===== config.mk =====
export PLATFORM = sky130hd
export DESIGN_NAME = sample_frame_buffer
export DESIGN_NICKNAME = d
export VERILOG_FILES = /design/src/rtl/sample_frame_buffer.sv
export SDC_FILE = /design/constraint.sdc
export NUM_CORES = 1
export LEC_CHECK = 0
export ABC_AREA = 1
export CAP_MARGIN = 20
export CORE_UTILIZATION = 60
export DETAILED_ROUTE_END_ITERATION = 10
export HOLD_SLACK_MARGIN = 0.05
export PLACE_DENSITY_LB_ADDON = 0.08
export SYNTH_ARGS = -nofsm -noshare
export SYNTH_HDL_FRONTEND = slang
export SYNTH_SLANG_ARGS = --single-unit
export TNS_END_PERCENT = 20

===== constraint.sdc =====
create_clock -name inputClock -period 2.5 [get_ports inputClock]
set_input_delay 0.75 -clock inputClock [delete_from_list [all_inputs] [get_ports inputClock]]
set_output_delay 0.75 -clock inputClock [all_outputs]
set_load 0.1 [all_outputs]

===== src/rtl/sample_frame_buffer.sv =====
// Ping-pong frame buffer between the microphone sample generator and the FFT core.
// Samples are captured on sampleClock rising edges; full frames stream out over valid/ready.
module sample_frame_buffer #(
    parameter int SAMPLE_WIDTH = 8,
    parameter int FRAME_LEN    = 64,
    parameter int INDEX_BITS   = 6
) (
    input  logic                    inputClock,
    input  logic                    reset_n,
    input  logic                    sampleClock,
    input  logic [SAMPLE_WIDTH-1:0] inputSample,
    output logic                    frameOut_valid,
    input  logic                    frameOut_ready,
    output logic [SAMPLE_WIDTH-1:0] frameOut_data,
    output logic [INDEX_BITS-1:0]   frameOut_index,
    output logic                    frameOut_last,
    output logic [7:0]              framesDropped,
    output logic [INDEX_BITS:0]     fillLevel
);

    // state  | meaning
    // IDLE   | no frame pending; waiting for the writer to complete a bank
    // LOAD   | read of address 0 in flight, output not yet valid
    // STREAM | beat presented; advances on each handshake, prefetching the next address

    typedef enum logic [1:0] {IDLE, LOAD, STREAM} rd_state_t;

    localparam logic [INDEX_BITS-1:0] LAST_IDX = INDEX_BITS'(FRAME_LEN - 1);

    rd_state_t               state_q, state_d;
    logic                    sc_sync1, sc_sync2, sc_prev;
    logic                    strobe, frame_done, handshake, last_beat, reader_free, swap;
    logic                    wr_bank, rd_bank;
    logic [INDEX_BITS-1:0]   wr_idx, rd_ptr, rd_addr, idx_next;
    logic                    rd_en;
    logic [SAMPLE_WIDTH-1:0] mem [2*FRAME_LEN];

    assign strobe      = sc_sync2 & ~sc_prev;
    assign frame_done  = strobe && (wr_idx == LAST_IDX);
    assign handshake   = frameOut_valid && frameOut_ready;
    assign last_beat   = handshake && frameOut_last;
    assign reader_free = (state_q == IDLE) || last_beat;
    assign swap        = frame_done && reader_free;
    assign idx_next    = frameOut_index + 1'b1;
    assign fillLevel   = {1'b0, wr_idx};

    always_comb begin
        state_d = state_q;
        rd_en   = 1'b0;
        rd_addr = rd_ptr;
        case (state_q)
            IDLE: begin
                if (swap) state_d = LOAD;
            end
            LOAD: begin
                rd_en   = 1'b1;
                rd_addr = '0;
                state_d = STREAM;
            end
            STREAM: begin
                if (last_beat) begin
                    state_d = swap ? LOAD : IDLE;
                end else if (handshake) begin
                    rd_en = 1'b1;
                end
            end
            default: state_d = IDLE;
        endcase
    end

    always_ff @(posedge inputClock) begin
        if (!reset_n) begin
            state_q        <= IDLE;
            sc_sync1       <= 1'b0;
            sc_sync2       <= 1'b0;
            sc_prev        <= 1'b0;
            wr_bank        <= 1'b0;
            rd_bank        <= 1'b1;
            wr_idx         <= '0;
            rd_ptr         <= '0;
            framesDropped  <= '0;
            frameOut_valid <= 1'b0;
            frameOut_index <= '0;
            frameOut_last  <= 1'b0;
        end else begin
            state_q        <= state_d;
            sc_sync1       <= sampleClock;
            sc_sync2       <= sc_sync1;
            sc_prev        <= sc_sync2;
            frameOut_valid <= (state_d == STREAM);

            // writeIndex wraps to 0 on the completing strobe
            if (strobe) wr_idx <= wr_idx + 1'b1;

            if (swap) begin
                wr_bank <= ~wr_bank;
                rd_bank <= wr_bank;
            end else if (frame_done && framesDropped != 8'hFF) begin
                framesDropped <= framesDropped + 8'd1;
            end

            if (state_q == LOAD) begin
                frameOut_index <= '0;
                frameOut_last  <= 1'b0;
                rd_ptr         <= INDEX_BITS'(1);
            end else if (handshake && !frameOut_last) begin
                frameOut_index <= idx_next;
                frameOut_last  <= (idx_next == LAST_IDX);
                rd_ptr         <= rd_ptr + 1'b1;
            end
        end
    end

    always_ff @(posedge inputClock) begin
        if (strobe) mem[{wr_bank, wr_idx}] <= inputSample;
    end

    // The read register doubles as the output data register.
    always_ff @(posedge inputClock) begin
        if (!reset_n) begin
            frameOut_data <= '0;
        end else if (rd_en) begin
            frameOut_data <= mem[{rd_bank, rd_addr}];
        end
    end

endmodule

---- Word level (Yosys, flattened, before mapping) ----
Memory sizes are Yosys's and may differ from the RTL's. A register that Yosys moved wholly into a read port is not among the register bits.
Cells that the tools add are included.
storage, ports and cells
  register bits ........................... 35
  memories ................................ 1
  bits in writable memories ............... 1024
  output and inout bits ................... 31
memory list
  memory  depth  width  read ports  clocked after Yosys merged registers in  write ports  line  source
  mem     128    8      1           1                                        1            36    logic [SAMPLE_WIDTH-1:0] mem [2*FRAME_LEN];
cells by class
  multiplexer cells ....................... 12
  bitwise operators ....................... 5
  add/sub/neg operators ................... 4
  reductions and logical operators ........ 13
  equality and inequality tests ........... 6
operators with widths
  cell                                                             number
  6-bit by 1-bit adder with 6-bit output, second input constant    3
  6-bit == test, second input constant                             2
  8-bit by 1-bit adder with 8-bit output, second input constant    1
  8-bit != test, second input constant                             1
  1-bit two-way mux                                                7
  1-bit logical AND                                                6
  6-bit two-way mux                                                1
  2-bit case mux with 3 select lines                               1
  2-bit == test, second input constant                             2
  2-bit two-way mux                                                2
  1-bit inverter                                                   4
  2-bit by 1-bit == test with 1-bit output, second input constant  1
  1-bit logical NOT                                                2
  2-bit logical NOT                                                1
  1-bit case mux with 2 select lines                               1
  2-bit AND reduction                                              1
  2-bit nonzero test                                               1
  2-bit OR reduction                                               1
  1-bit AND                                                        1
  1-bit logical OR                                                 1

---- Longest topological paths before layout ----
Gate-level depths: netlist of run 1.
  depth after elaboration ................. 8
  depth in mapped cells ................... 19
  gate-level depth less buffers ........... 15

---- Worst setup path before layout of run 1 ----
No wires, ideal clock.
  path kind ............................... input -> register
  from .................................... input wr_idx[0]
  to ...................................... memory mem[63][0], enable pin
  required time ........................... 2.117 ns
  stages .................................. 7
  setup time .............................. 0.383 ns
  arrival ................................. 2.406 ns
  path buffers ............................ 0
  path slack .............................. -0.289 ns
  cells stage by stage .................... dfxtp_1 inv_1 nor2_1 inv_1 nor2_1 nand3_1 nor3_1
RTL lines
  item                line  source
  start: declaration  34    logic [INDEX_BITS-1:0] wr_idx, rd_ptr, rd_addr, idx_next;
  end: declaration    36
No word-level cell before the write port.

---- Worst setup path after layout of run 1 ----
  from .................................... input state_q[1]
  to ...................................... register frameOut_data[6], read port of mem
on the way
  longest elaborated chain between the ends .. 2
  elaborated cells on any way between the ends .. 4
RTL lines
  item                                                                       line  source
  start: declaration                                                         30    rd_state_t state_q, state_d;
  2-bit == test or 2-bit by 1-bit == test with 1-bit output (tied branches)  51    case (state_q)
  1-bit case mux with 2 select lines or 6-bit two-way mux (tied branches)    51
  end: declaration                                                           14    output logic [SAMPLE_WIDTH-1:0] frameOut_data,
Several ways; a longest one is shown, not always the timed one.
A chain may end at the register's enable or synchronous reset.

==> flow_metrics.tcl, run 1 <==
set metrics [dict create \
    fin_nets 4812 \
    synth_top_family_by_area "simple AND/OR/NAND/NOR gates" \
    areaGrowthSynthToFinish_pct 15.9 \
    ys_types 33 \
    pin_count 43 \
    yosysSeqAreaShare_pct 67.7 \
    clock-root-buffer "clkbuf_16" \
    p_per_area_nw_per_um2 654 \
    endpoint_kind "flop" \
    cts_buffers 106 \
    crit_path_end "frameOut_data[6]" \
    cts_buffer_depth 3 \
    fillerInstances 5541 \
    postRouteAntennaNets 0 \
    drv_slew 0 \
    maxCapViolations 0 \
    internal_power_w 0.0282 \
    wl_um 124000 \
    synth_edf_count 1024 \
    synth_xor_area_share_pct 0.0751 \
    synthCells 4546 \
    yosys.area_share.adder_pct 0.241 \
    cts_sinks 1067 \
    num_antenna_cells 0 \
    ctsHoldBuffers 0 \
    rsz0062_at_grt "true" \
    core_um2 76500 \
    wl_per_cell_um 20.9 \
    r2r_cells 15 \
    via_per_inst 5.56 \
    drcViolationCount 0 \
    status "complete, no violations" \
    overflow 0 \
    fin_tns_setup_ns 0 \
    async_flop_share_pct 0 \
    criticalPathCategory "flop to flop" \
    grt_antenna_before_repair 0 \
    reg2reg_from "state_q[1]" \
    fin_total_pwr_w 0.0354 \
    ys_top_cells_by_area "edfxtp_1 (66%), nand3_1 (9.6%), nand2_1 (8.5%), inv_1 (6.4%), nor2_1 (2.3%)" \
    dr_total_vias 32800 \
    place_congestion 0.918 \
    worst_pin_slew_ns 0.800 \
    synth_warnings 0 \
    cts.reportedPaths.clkPinSlew_ns 0.06 \
    first_global_vias 31000 \
    power_leakage_nw 22.6 \
    num_rows 101 \
    yosysTopAreaCell "edfxtp_1" \
    fin_crit_sh_pct 97.9 \
    port_buffers 41 \
    min_period_ns 2.45 \
    cp.arrival_ns 3.01 \
    hpwl_um 76700 \
    cts_tree "yes" \
    synth.most_common_cell "nand2_1" \
    r2r_end "frameOut_data[6]" \
    initial_core_util_pct 61.0 \
    die_w_um 281 \
    cp.required_ns 3.06 \
    synth_area_um2 46700 \
    htreeDepth 3 \
    worst_setup_path_start_kind "flop" \
    fin_skew_ns 0.0280 \
    setup_viol 0 \
    fmax_mhz 409 \
    pwr-share-clk_pct 43.2 \
    synth-seq-cells 1067 \
    finalHoldViolations 0 \
    drt-initial-drc-count 3789 \
    switching_share_pct 20.1 \
    ir_drop_uv 661 \
    synth.top_cells.by_count "nand2_1 (1058), edfxtp_1 (1024), nand3_1 (899)" \
    cp_max_fo 26 \
    synthSimpleGateAreaFrac_pct 21.3 \
    min_path_type "flop to flop" \
    drtPass1Iterations 9 \
    clk_latency_ns 0.68 \
    seq_power_share_pct 55.4 \
    startpoint "state_q[1]" \
    muxShareOfSynthArea_pct 0 \
    fin_util_pct 70.7 \
    dieArea_um2 78900 \
    slew_headroom_pct 46.6 \
    drive_gt1_share_pct 12.2 \
    switching_power_w 0.00711 \
    combPwrFrac_pct 1.4 \
    yosys.area.top_type_share_pct 65.9 \
    grt_pass1_wl_um 185000 \
    synthFlopType "edfxtp_1" \
    die_h_um 281 \
    grt_max_degree 91 \
    r2r_slack_ns 0.05 \
    grt_usage_pct 31.5 \
    syn-num-nets 4567 \
    hold_slack_ns 0.440 \
    synth_compound_area_share_pct 1.47 \
    synth.avg_cell_area_um2 10.3 \
]
what timing repair did:
| action | CTS | global route |
|---|---|---|
| resized for setup | 6 | 33 |
| setup buffers | 2 | 3 |
| endpoints found under the setup margin | 8 | 8 |
| pin swaps | 1 | 3 |
| endpoints found under the hold margin | 0 | 0 |
| gates cloned | 1 | 5 |
cell families after synthesis:
group                      count (synthesis)
adders and majority gates                  9
buffers and inverters                   1031
other                                      1
xor gates and xnor gates                   4
AOI/OAI and AO/OA                        127
and+or+nand+nor                         2307
DFF                                     1067
per-stage QoR:
step / instances / setup WS (ns) / cell area, um^2
2_1_floorplan: 4546 / -0.140 / 46700
3_3_place_gp: 5702 / -0.147 / 50300
3_5_place_dp: 5702 / -0.155 / 50300
4_1_cts: 5900 / -0.00363 / 53700
5_1_grt: 5908 / -0.0180 / 54100
6_report: 5908 / 0.0521 / 54100
critical path, stage by stage (launching register included):
cell     delay [ns]
dfxtp_1        0.33
inv_1          0.08
ha_4           0.19
inv_6          0.11
nand2_8        0.11
buf_12         0.18
buf_12         0.16
or2_0          0.20
nand3_1        0.09
nand3_1        0.10
nand3_1        0.17
nand3_1        0.15
nand3_1        0.15
nand3_1        0.13
nand2_1        0.10
a21oi_1        0.06
worst min-delay path by stage:
stage | start | to | cells past startpoint
2_1_floorplan | sc_sync1 | sc_sync2 | 2
6_report | sc_sync2 | sc_prev | 2
3_3_place_gp | sc_sync2 | sc_prev | 2
5_1_grt | inputSample[0] | mem[10][0] | 1
3_5_place_dp | sc_sync2 | sc_prev | 2
4_1_cts | sc_sync2 | sc_prev | 2
metal layers:
| metal | vias to the layer above | GRT usage (%) | share of wire [%] |
|---|---|---|---|
| met2 | 1657 | 49.5 | 47 |
| met1 | 15600 | 45.2 | 41 |
| met5 | - | 0 | 0 |
| met4 | 0 | 10.7 | 3.0 |
| li1 | 15400 | - | - |
| met3 | 229 | 4.55 | 10 |
cell usage in the layout, fill, tap and decap left out, types with 5 or more instances in the layout:
cell        count
a21oi_1        32
buf_12         66
buf_16          7
buf_4         287
bufinv_16       6
clkbuf_1       14
clkbuf_16     113
clkinv_1       24
clkinv_2       29
clkinvlp_4      6
dfxtp_1        38
edfxtp_1     1024
ha_1            8
inv_1         792
nand2_1      1055
nand3_1       884
nand3_2        15
nor2_1        281
nor3_1         13
o211ai_1       16
o21ai_0        68
o21ai_1         8
or2_0           5
or2_2          32
power groups by stage:
| stage | Clock, W | Sequential, W | Combinational (W) |
|---|---|---|---|
| floorplan | 0 | 0.0200 | 0.0000493 |
| global placement | 0 | 0.0200 | 0.000504 |
| detailed placement | 0 | 0.0200 | 0.000508 |
| CTS | 0.0154 | 0.0196 | 0.000508 |
| global route | 0.0161 | 0.0196 | 0.000532 |
| finish | 0.0153 | 0.0196 | 0.000512 |
sequential cells by signal (all words and copies together), names as in the netlist:
name            flops
sc_sync1            1
frameOut_last       1
framesDropped       8
state_q             2
sc_prev             1
sc_sync2            1
frameOut_index      6
frameOut_data       8
wr_idx              6
rd_bank             1
frameOut_valid      1
wr_bank             1
mem              1024
rd_ptr              6
layout make-up:
class / count / area (um^2) / area share [%]
sequential: 1067 / 31600 / 58.5
multi-input combinational: 2448 / 10900 / 20.2
timing repair buffer: 372 / 3890 / 7.20
inverter: 796 / 3010 / 5.56
clock buffer: 125 / 2800 / 5.17
tap: 1030 / 1290 / 2.38
clock inverter: 70 / 527 / 0.974
Power figures use the tool's default switching activity.
==> run 2: changes to the inputs <==
--- a/config.mk
+++ b/config.mk
@@ -7,6 +7,7 @@
 export LEC_CHECK = 0
 export ABC_AREA = 1
 export CAP_MARGIN = 20
+export CORE_MARGIN = 5
 export CORE_UTILIZATION = 60
 export DETAILED_ROUTE_END_ITERATION = 10
 export HOLD_SLACK_MARGIN = 0.05
==> constraint.sdc (replaced) <==
create_clock -name inputClock -period 3 [get_ports inputClock]
set_input_delay 0.9 -clock inputClock [delete_from_list [all_inputs] [get_ports inputClock]]
set_output_delay 0.9 -clock inputClock [all_outputs]
set_load 0.1 [all_outputs]
==> flow_metrics.tcl, run 2 (synthesis gave the netlist of run 1 again) <==
set metrics [dict create \
    ir_drop_uv 591 \
    mostFrequentLayoutCell "nand2_1" \
    hpwl_um 73500 \
    crit_buf_inv 4 \
    rsz0062_at_grt "false" \
    cts_buffers 108 \
    slowest_delay_ns 0.36 \
    place_area_um2 49500 \
    grt_antenna_before_repair 1 \
    min_period_ns 2.81 \
    clk_latency_ns 0.69 \
    fin_crit_sh_pct 93.5 \
    hp-start "sc_sync2" \
    maxCapViolations 0 \
    place_congestion 0.883 \
    r2r_end "frameOut_data[1]" \
    num_rows 102 \
    worst_pin_slew_ns 0.840 \
    cp.arrival_ns 3.36 \
    min_path_type "flop to flop" \
    status "complete, no violations" \
    overflow 0 \
    cts_tree "yes" \
    port_buffers 41 \
    drt-initial-drc-count 4079 \
    reg2reg_from "state_q[1]" \
    areaGrowthSynthToFinish_pct 13.5 \
    criticalPathCategory "flop to flop" \
    largest_reg_flops 1024 \
    p_per_area_nw_per_um2 561 \
    critical_path.top_delay_family "simple AND/OR/NAND/NOR gates" \
    cts_setup_buffers 0 \
    via_per_inst 5.57 \
    finalHoldViolations 0 \
    grt_usage_pct 29.5 \
    crit_top_cell "nand2_1" \
    initial_core_util_pct 60.3 \
    htreeDepth 3 \
    endpoint_kind "flop" \
    drcViolationCount 0 \
    cts_sinks 1067 \
    dr_total_vias 32600 \
    num_antenna_cells 0 \
    r2r_cells 17 \
    core_um2 77300 \
    drive_gt1_share_pct 10.2 \
    postRouteAntennaNets 0 \
    dieArea_um2 83400 \
    cts_resized 0 \
    largestRegisters "mem (1024), frameOut_data (8), framesDropped (8)" \
    hold_path_end "sc_prev" \
    clock-root-buffer "clkbuf_16" \
    die_h_um 289 \
    drtPass1Iterations 6 \
    fin_tns_setup_ns 0 \
    setup_viol 0 \
    fillerInstances 5834 \
    hold_depth 2 \
    mostFrequentLayoutCells "nand2_1 (1057), edfxtp_1 (1024), nand3_1 (899), inv_1 (792), nor2_1 (281)" \
    cts.reportedPaths.clkPinSlew_ns 0.06 \
    grt_max_degree 129 \
    cp_max_fo 29 \
    grt_pass1_wl_um 186000 \
    fin_skew_ns 0.0320 \
    path_cells "inv_1, ha_2, nor2_4, buf_4, buf_6, buf_4, nand2_1, nand3_1, nand3_1, nand3_1, nand2_1, nand2_1, nand2_1, nand2_1, nand3_1, nand2_1, a21oi_1" \
    slew_headroom_pct 43.8 \
    cts_buffer_depth 3 \
    first_global_vias 30600 \
    regMostFlops "mem" \
    worst_setup_path_start_kind "flop" \
    die_w_um 289 \
    fin_nets 4731 \
    wl_um 124000 \
    power_leakage_nw 22.0 \
    ctsHoldBuffers 0 \
    pin_count 43 \
    drv_slew 0 \
    slowest_stage "dfxtp_1" \
    wl_per_cell_um 21.3 \
    cp.required_ns 3.55 \
    r2r_slack_ns 0.19 \
    fmax_mhz 356 \
    final_cell_area_um2 53000 \
]
run 2: changes by cell type in the layout (fill, tap and decap cells not counted), moves of 4 or more:
cell      before  now
buf_12        66   42
nand3_1      884  899
nand3_2       15    0
dfxtp_2        4    0
dfxtp_1       38   42
clkbuf_1      14   26
buf_4        287  237
buf_16         7    3
run 2: per-stage QoR:
stage / setup slack (ns) / util (%) / std cells / total power (W) / hold slack [ns]
final: 0.195 / 68.5 / 5842 / 0.0297 / 0.402
after global routing: 0.0771 / 68.5 / 5842 / 0.0305 / 0.430
after CTS: 0.0951 / 68.4 / 5840 / 0.0298 / 0.403
after detailed placement: 0.119 / 64.0 / 5638 / 0.0170 / 0.404
after global placement: 0.138 / 64.0 / 5638 / 0.0170 / 0.403
after floorplan: 0.211 / - / 4546 / 0.0167 / 0.390
run 2: area by class of cell:
type | instances | area (um^2) | area share [%]
Tap cell | 1040 | 1300 | 2.46
Clock inverter | 64 | 522 | 0.985
Multi-Input combinational cell | 2449 | 10900 | 20.5
Inverter | 796 | 3010 | 5.68
Sequential cell | 1067 | 31600 | 59.7
Clock buffer | 138 | 2880 | 5.43
Timing Repair Buffer | 288 | 2780 | 5.25
run 2: worst max-delay path by stage:
stage          startpoint                to  slack [ns]  depth (start not counted)
4_1_cts        state_q[1]  frameOut_data[0]         0.1                         17
3_5_place_dp   state_q[1]  frameOut_data[3]        0.12                         15
3_3_place_gp   state_q[1]  frameOut_data[3]        0.14                         15
5_1_grt        state_q[1]  frameOut_data[1]        0.08                         17
6_report       state_q[1]  frameOut_data[1]        0.19                         17
2_1_floorplan   wr_idx[0]        mem[63][0]        0.21                          6
run 2: report_power, final:
part	total, W	switching [W]	internal [W]	leakage (nW)
Clock	0.0130	0.00564	0.00731	1.67
Sequential	0.0163	0.00000452	0.0163	9.55
Combinational	0.000420	0.000350	0.0000696	10.8
run 2: worst min-delay path: stages (launching register included):
cell and delay [ns]:
dfxtp_1 0.31, nand2_1 0.05, inv_1 0.03
run 2: metal layers:
layer  vias up  GRT usage (%)  wire length (um)  part of all wire, %
met4         2           9.04              4080                  3.3
li1      15200              -                 -                    -
met1     15600           42.8             50800                   41
met3       240           3.89             10900                  8.8
met5         -              0                13                0.010
met2      1504           47.5             58400                   47
